===== src/rtl/cam_capture_rgb332.sv =====
// OV7670 RGB565 byte-stream capture, packed to RGB332 and written one byte per pixel to the frame buffer.
// Optional build macro CAM_TEST_PATTERN_EN replaces camera data with 8 vertical colour bars.
module cam_capture_rgb332 #(
    parameter int AW    = 17,
    parameter int DW    = 8,
    parameter int IMG_W = 160,
    parameter int IMG_H = 120
) (
    input  logic          clk,
    input  logic          rst,
    input  logic          en,
    input  logic          vsync,
    input  logic          href,
    input  logic [7:0]    px_data,
    output logic [AW-1:0] mem_px_addr,
    output logic [DW-1:0] mem_px_data,
    output logic          px_wr,
    output logic          frame_done,
    output logic          busy
);

    localparam int CW = $clog2(IMG_W + 1);
    localparam int RW = $clog2(IMG_H + 1);
    localparam logic [CW-1:0] COL_MAX   = CW'(IMG_W);
    localparam logic [RW-1:0] ROW_MAX   = RW'(IMG_H);
    localparam logic [AW-1:0] LINE_STEP = AW'(IMG_W);

    typedef enum logic [1:0] {
        IDLE,
        WAIT_VS,
        CAPTURE,
        DONE
    } state_t;

    state_t          state;
    logic            vsync_q;
    logic            href_q;
    logic            phase;
    logic [5:0]      b1;
    logic [CW-1:0]   col;
    logic [RW-1:0]   row;
    logic [AW-1:0]   line_base;

    logic            vs_fall;
    logic            vs_rise;
    logic            href_rise;
    logic            href_fall;
    logic            cur_phase;
    logic            px_done;
    logic            in_window;
    logic [DW-1:0]   px_pixel;

    always_comb begin
        vs_fall   = vsync_q & ~vsync;
        vs_rise   = ~vsync_q & vsync;
        href_rise = ~href_q & href;
        href_fall = href_q & ~href;
        // the byte arriving with the href rise is always the first byte of a pixel
        cur_phase = href_rise ? 1'b0 : phase;
        px_done   = (state == CAPTURE) && href && cur_phase;
        in_window = (col < COL_MAX) && (row < ROW_MAX);
    end

`ifdef CAM_TEST_PATTERN_EN
    localparam logic [CW-1:0] BAR_W = CW'(IMG_W / 8);
    logic [CW-1:0] bar;

    always_comb begin
        bar = col / BAR_W;
        case (bar)
            CW'(0):  px_pixel = 8'hFF;
            CW'(1):  px_pixel = 8'hFC;
            CW'(2):  px_pixel = 8'h1F;
            CW'(3):  px_pixel = 8'h1C;
            CW'(4):  px_pixel = 8'hE3;
            CW'(5):  px_pixel = 8'hE0;
            CW'(6):  px_pixel = 8'h03;
            default: px_pixel = 8'h00;
        endcase
    end
`else
    // b1 keeps only R[7:5] and G-high[2:0]; b2 supplies G-low/B bits [4:3]
    always_comb px_pixel = {b1[5:3], b1[2:0], px_data[4:3]};
`endif

    always_ff @(posedge clk or negedge rst) begin
        if (!rst) begin
            state       <= IDLE;
            vsync_q     <= 1'b0;
            href_q      <= 1'b0;
            phase       <= 1'b0;
            b1          <= '0;
            col         <= '0;
            row         <= '0;
            line_base   <= '0;
            mem_px_addr <= '0;
            mem_px_data <= '0;
            px_wr       <= 1'b0;
            frame_done  <= 1'b0;
            busy        <= 1'b0;
        end else begin
            vsync_q    <= vsync;
            href_q     <= href;
            px_wr      <= 1'b0;
            frame_done <= 1'b0;

            if (!href)
                phase <= 1'b0;
            else
                phase <= ~cur_phase;

            if (href && !cur_phase)
                b1 <= {px_data[7:5], px_data[2:0]};

            case (state)
                IDLE: begin
                    if (en)
                        state <= WAIT_VS;
                end
                WAIT_VS: begin
                    if (vs_fall) begin
                        state     <= CAPTURE;
                        busy      <= 1'b1;
                        row       <= '0;
                        col       <= '0;
                        line_base <= '0;
                    end
                end
                CAPTURE: begin
                    if (vs_rise) begin
                        state      <= DONE;
                        busy       <= 1'b0;
                        frame_done <= 1'b1;
                    end else begin
                        if (px_done) begin
                            if (in_window) begin
                                px_wr       <= 1'b1;
                                mem_px_addr <= line_base + AW'(col);
                                mem_px_data <= px_pixel;
                            end
                            if (col < COL_MAX)
                                col <= col + CW'(1);
                        end
                        // line_base stops advancing with row so it never exceeds IMG_W*IMG_H
                        if (href_fall) begin
                            col <= '0;
                            if (row < ROW_MAX) begin
                                row       <= row + RW'(1);
                                line_base <= line_base + LINE_STEP;
                            end
                        end
                    end
                end
                DONE: begin
                    state <= en ? WAIT_VS : IDLE;
                end
                default: state <= IDLE;
            endcase
        end
    end

endmodule


===== config.mk =====
export PLATFORM = sky130hd
export DESIGN_NAME = cam_capture_rgb332
export DESIGN_NICKNAME = d
export VERILOG_FILES = /design/src/rtl/cam_capture_rgb332.sv
export SDC_FILE = /design/constraint.sdc
export NUM_CORES = 1
export LEC_CHECK = 0
export BUFFER_PORTS_ARGS = -buffer_cell sky130_fd_sc_hd__buf_4
export CORE_ASPECT_RATIO = 1.25
export CORE_MARGIN = 2
export CORE_UTILIZATION = 61
export CTS_BUF_LIST = sky130_fd_sc_hd__clkbuf_16
export CTS_CLUSTER_SIZE = 16
export DETAILED_ROUTE_END_ITERATION = 6
export PLACE_DENSITY = 0.9
export SLEW_MARGIN = 10
export SYNTH_ARGS = -nofsm -noshare
export SYNTH_HDL_FRONTEND = slang
export SYNTH_SLANG_ARGS = --single-unit

===== constraint.sdc =====
create_clock -name clk -period 6.1 [get_ports clk]
set_input_delay 1.22 -clock clk [delete_from_list [all_inputs] [get_ports clk]]
set_output_delay 1.22 -clock clk [all_outputs]
set_load 0.1 [all_outputs]

## Yosys cells after proc, flatten, opt, wreduce, memory -nomap -nowiden

Index checks and enable logic that the tools add are counted.
W data, S select, Z words.

| storage, ports and cells | value |
|---|---|
| register bits after elaboration | 71 |
| input port bits | 13 |
| output and inout bits | 28 |
| logic and storage cells | 84 |

| operators by class | value |
|---|---|
| add/subtract/negate cells | 4 |
| order comparisons | 2 |
| equality and inequality tests | 11 |
| mux-type cells | 32 |
| bitwise logic cells | 10 |
| reductions and logical operators | 12 |

Operators by type and width:

| operator | number |
|---|---|
| $mux W17 | 4 |
| $mux W8 | 5 |
| $pmux W17 S2 | 1 |
| $mux W7 | 4 |
| $add A17 B8 Y17 | 1 |
| $add A17 B8 Y17 const B | 1 |
| $pmux W8 S2 | 1 |
| $pmux W7 S2 | 1 |
| $mux W1 | 11 |
| $ne A2 B2 Y1 const B | 5 |
| $reduce_and A5 Y1 | 2 |
| $add A8 B1 Y8 const B | 1 |
| $lt A8 B8 Y1 const B | 1 |
| $pmux W2 S4 | 1 |
| $add A7 B1 Y7 const B | 1 |
| $lt A7 B7 Y1 const B | 1 |
| $mux W2 | 3 |
| $not A1 Y1 | 6 |
| $reduce_and A3 Y1 | 2 |
| $and A1 B1 Y1 | 4 |
| $eq A2 B2 Y1 const B | 2 |
| $logic_and A1 B1 Y1 | 4 |
| $reduce_and A4 Y1 | 1 |
| $ne A3 B2 Y1 const B | 1 |
| 7 further kinds | 7 |

## Logic depth before layout (Yosys ltp)

| depth | value |
|---|---|
| depth in word-level cells | 8 |
| depth in mapped cells | 9 |
| mapped depth without buffers | 7 |

## Worst setup path after synthesis

OpenSTA, ideal clock, no wires.

| timing path | value |
|---|---|
| path kind | input to register |
| start | input vsync |
| end | register row[5] |
| library setup time | 0.078 ns |
| arrival | 2.931 ns |
| data required time | 6.022 ns |
| slack | 3.091 ns |
| stages | 7 |
| path buffers | 2 |
| cell sequence | or2b_1 > a211o_1 > buf_6 > or3_1 > buf_2 > or4_1 > a21oi_1 |

| on the way | value |
|---|---|
| longest elaborated chain between the ends | 4 |
| elaborated cells between the ends (all ways) | 6 |
| classes of those cells | eq/ne (2); bitwise (3); reduce/logical (1) |

RTL lines:

| item | line | RTL |
|---|---|---|
| start: declaration | 12 | `input logic vsync,` |
| $not A1 Y1 | 54 | `vs_fall = vsync_q & ~vsync;` |
| $and A1 B1 Y1 | 54 |  |
| $ne A2 B2 Y1 (no source line) | - |  |
| $reduce_and A5 Y1 (no source line) (*) | - |  |
| end signal: assignment | 148 | `row <= row + RW'(1);` |
| end: declaration | 41 | `logic [RW-1:0] row;` |

Mark *: on every way between the ends. The rest lies on a longest branch, timed or not.
A chain may end at the register's enable or synchronous reset.

## Final worst setup path

Ends and elaborated chain as after synthesis.

==> run summary <==
The share of synthesized cell area in full adder, half adder and majority cells came out at 4.037%. With fillers left out, the area of the finished cells amounts to 0.003766 mm². The run finished with clean final reports.

The number of H-tree branching levels is 3. The critical path arrival is 3.34 ns. The most used flip-flop cell after synthesis is sky130_fd_sc_hd__dfrtp_1.

After routing, the total negative slack on setup checks comes to 0 ns. The end-of-flow core utilization came out at 75.76%. The worst-skew pair later-pin latency is 0.33 ns. The number of gates resized after CTS came out at 0. The max-capacitance violation count came out at 0. The most common cell after layout, fill and taps aside is sky130_fd_sc_hd__dfrtp_1.

The fraction of the yosys area taken by sequential cells is 53.29%. Setup repair after global routing left no endpoint under its margin. Of the cells placed in the final design, the portion with a size suffix greater than 1 is 23.95%. The detail-routed via count per cell came out at 5.902. After layout, the worst path uses 50.67% of the clock period. The number of buffers inserted for hold repair after clock tree synthesis is 0. The final count of negative-setup-slack endpoints came out at 0. Final hold analysis gives a worst-case slack of 0.5049 ns.

The share of synthesized registers carrying an async set or reset is 100.0%. The total of fill cells in the finished design came out at 310. Post-CTS timing repair inserted 0 buffers for setup.

The reg-to-reg critical path endpoint is row[5]. The port buffer count came out at 40. The global-route usage over all layers is 26.21%.

The first detailed-routing pass took 5 iterations. The maximum fanout encountered on the critical timing path came out at 19. The mean routed wirelength per cell came out at 16.02 µm. Measured along the y axis, the die boundary spans 83.69 µm. The total via count in the routed design came out at 2337. The count of yosys warnings during synthesis is 0.

The startpoint of the lowest-slack hold path is b1[0]. The largest voltage drop on the vdd net is 0.0004125 V. The clock-pin slew of the registers on the worst-case setup and hold paths is 0.06 ns. The cell count of the worst reg-to-reg path is 7. By area the synthesized netlist is led by sky130_fd_sc_hd__dfrtp_1, sky130_fd_sc_hd__mux2_2, sky130_fd_sc_hd__xnor2_1. The overall power after layout is 0.002125 W. The total number of clock tree sinks is 66. The floorplan has 29 rows. The initial utilization of the core area, before any placement, comes to 62.35%. Counting instances, the worst hold path has a depth of 1. The number of antenna-violating nets in the routed design is 0.

The worst hold path belongs to the class reg -> reg. TritonCTS built the clock tree. The final weighted congestion of routability-driven global placement came out at 0.7946.

The area growth from synthesis to layout is 21.52%. By area, the combinational part of the netlist is dominated by simple AND/OR/NAND/NOR gates. The maximum clock insertion buffer count came out at 2. The number of antenna violations at the first check in global routing is 0. The area occupied by registers is 0.001652 mm². The average instance area after synthesis is 10.76 µm². At the pin with the least slew margin, the transition time is 0.9306 ns. The reported leakage power came out at 1.788 nW. The antenna cell count came out at 0. The maximum clock frequency is 323.5 MHz.

Power spread over the standard cell area amounts to 564.3 mW/mm². Synthesis produced 288 cells. The shortest period the worst path allows came out at 3.091 ns.

Clock tree synthesis selected as its root buffer the cell sky130_fd_sc_hd__clkbuf_16. The library cells used most frequently in the layout, excluding fill and tap cells, are sky130_fd_sc_hd__dfrtp_1, sky130_fd_sc_hd__buf_4, sky130_fd_sc_hd__nor2_1. The die outline width is 67.76 µm. The detailed router finished its first iteration with 166 violations.

The post-detailed-routing wire length came out at 6343 µm. sky130_fd_sc_hd__dfrtp_1 takes more of the synthesized area than any other cell. The die footprint is 0.005670 mm². The total area of multi-input combinational cells came out at 0.001370 mm². Of the total synthesized cell area, the portion taken by XOR and XNOR cells is 6.500%. Entering global routing, the biggest net connects 67 pins. The portion of synthesized cell area occupied by the leading cell type is 53.29%. The critical path required time is 6.35 ns.

Setup slack on the worst reg-to-reg path comes out at 3.23 ns. The global-route wire length before repair is 11110 µm. STA classifies the critical path startpoint as an input pin. 41 I/O pins were placed. The number of enable flip-flop cells after synthesis came out at 0. The worst setup path is of the in -> reg kind. The number of global-route vias before repair came out at 2420.

The final worst clock skew came out at 0.004909 ns. The number of synthesized register bits is 66. The simple logic cell fraction of the synthesized area is 15.26%.

The area after detailed placement came out at 0.003441 mm². The layout net count came out at 352. Measured against its own limit, the worst slew margin works out to 37.73%. The half-perimeter wire length after placement came out at 4106 µm. The final count of pins violating max slew is 0. The worst register-to-register path begins at state[0]. Counting the buffers created by CTS gives 9.

The multiplexer share of the synthesized area is 7.953%. The path with the worst hold slack has its endpoint at b1[0]. The worst setup path is captured at a flip-flop. The netlist uses 44 different library cells.

The number of hold-slack violations in the final timing report came out at 0. The floorplan step defined a core boundary enclosing 0.004971 mm². Summing every instance area after synthesis gives 0.003099 mm². For this run the aggregate overflow at the end of global routing stands at 0.

Counting every net in the synthesized netlist gives 311. The total DRC errors in the routed layout is 0. Summing the areas of all compound-gate instances in the mapped netlist gives 10.25% of the synthesized area.
-- worst max-delay path by stage --
stage	startpoint	end	slack [ns]	depth (start not counted)
detailed placement	vsync	row[5]	2.72	6
floorplan	vsync	row[5]	3.09	7
global placement	vsync	row[5]	2.77	6
finish	vsync	row[5]	3.01	6
CTS	vsync	row[5]	3.02	6
global route	vsync	row[5]	2.93	6
-- synthesized netlist by cell type, types with 2 or more instances --
cell	n
sky130_fd_sc_hd__nor2_1	27
sky130_fd_sc_hd__inv_1	9
sky130_fd_sc_hd__o21ai_0	16
sky130_fd_sc_hd__mux2_2	21
sky130_fd_sc_hd__ha_1	10
sky130_fd_sc_hd__nand2b_1	2
sky130_fd_sc_hd__or3_1	4
sky130_fd_sc_hd__o211ai_1	2
sky130_fd_sc_hd__nand2_1	19
sky130_fd_sc_hd__a2111oi_0	2
sky130_fd_sc_hd__and2_1	3
sky130_fd_sc_hd__nor3b_1	2
sky130_fd_sc_hd__a21oi_1	15
sky130_fd_sc_hd__o22ai_1	2
sky130_fd_sc_hd__nand3_1	13
sky130_fd_sc_hd__xnor2_1	15
sky130_fd_sc_hd__clkbuf_1	8
sky130_fd_sc_hd__xor2_1	8
sky130_fd_sc_hd__nor4_1	7
sky130_fd_sc_hd__a21o_1	6
sky130_fd_sc_hd__nor3_1	5
sky130_fd_sc_hd__dfrtp_1	66
sky130_fd_sc_hd__and3_1	4
sky130_fd_sc_hd__nor4b_1	2
-- layout make-up --
class / instances / area share, %
Inverter: 9 / 0.8970
Sequential cell: 66 / 43.85
Clock inverter: 7 / 2.658
Multi-Input combinational cell: 202 / 36.38
Tap cell: 62 / 2.060
Clock buffer: 9 / 5.980
Timing Repair Buffer: 41 / 8.173
-- cell families (layout without fill, tap and decap cells) --
logic type | after synthesis | after routing
adder cells (fa/ha/maj) | 10 | 10
XOR/XNOR | 23 | 23
AND/OR/NAND/NOR | 95 | 95
multiplexers | 22 | 22
buffers and inverters | 20 | 66
AO/OA/AOI/OAI | 52 | 52
flip-flops | 66 | 66
-- sequential cells by signal (all words and copies together) (netlist names) --
name and flops:
busy 1, phase 1, px_wr 1, line_base 12, href_q 1, vsync_q 1
b1 6, mem_px_addr 17, frame_done 1, mem_px_data 8, state 2, row 7
col 8
-- layer usage --
layer / global-route usage (%) / part of all wire (%)
met1: 32.28 / 40
met2: 42.87 / 54
met3: 7.152 / 4.3
met4: 10.20 / 1.4
met5: 0 / 0
-- worst max-delay path, cell delays in order --
cell	delay (ns)
sky130_fd_sc_hd__buf_4	0.13
sky130_fd_sc_hd__or2b_1	0.25
sky130_fd_sc_hd__a211o_1	0.52
sky130_fd_sc_hd__or3_1	0.56
sky130_fd_sc_hd__or4_1	0.51
sky130_fd_sc_hd__a21oi_1	0.15
-- power by group --
group	switching [W]	internal (W)	total (W)
Sequential	0.0000677	0.000535	0.000603
Clock	0.000194	0.000360	0.000554
Combinational	0.000755	0.000214	0.000969
Total	0.00102	0.00111	0.00213
-- metrics by stage --
stage / setup WS, ns / cells
3_3_place_gp: 2.769 / 380
6_report: 3.009 / 396
3_5_place_dp: 2.718 / 380
4_1_cts: 3.025 / 396
5_1_grt: 2.928 / 396
2_1_floorplan: 3.091 / 288
Note: power is estimated with default switching activity, not from simulation.
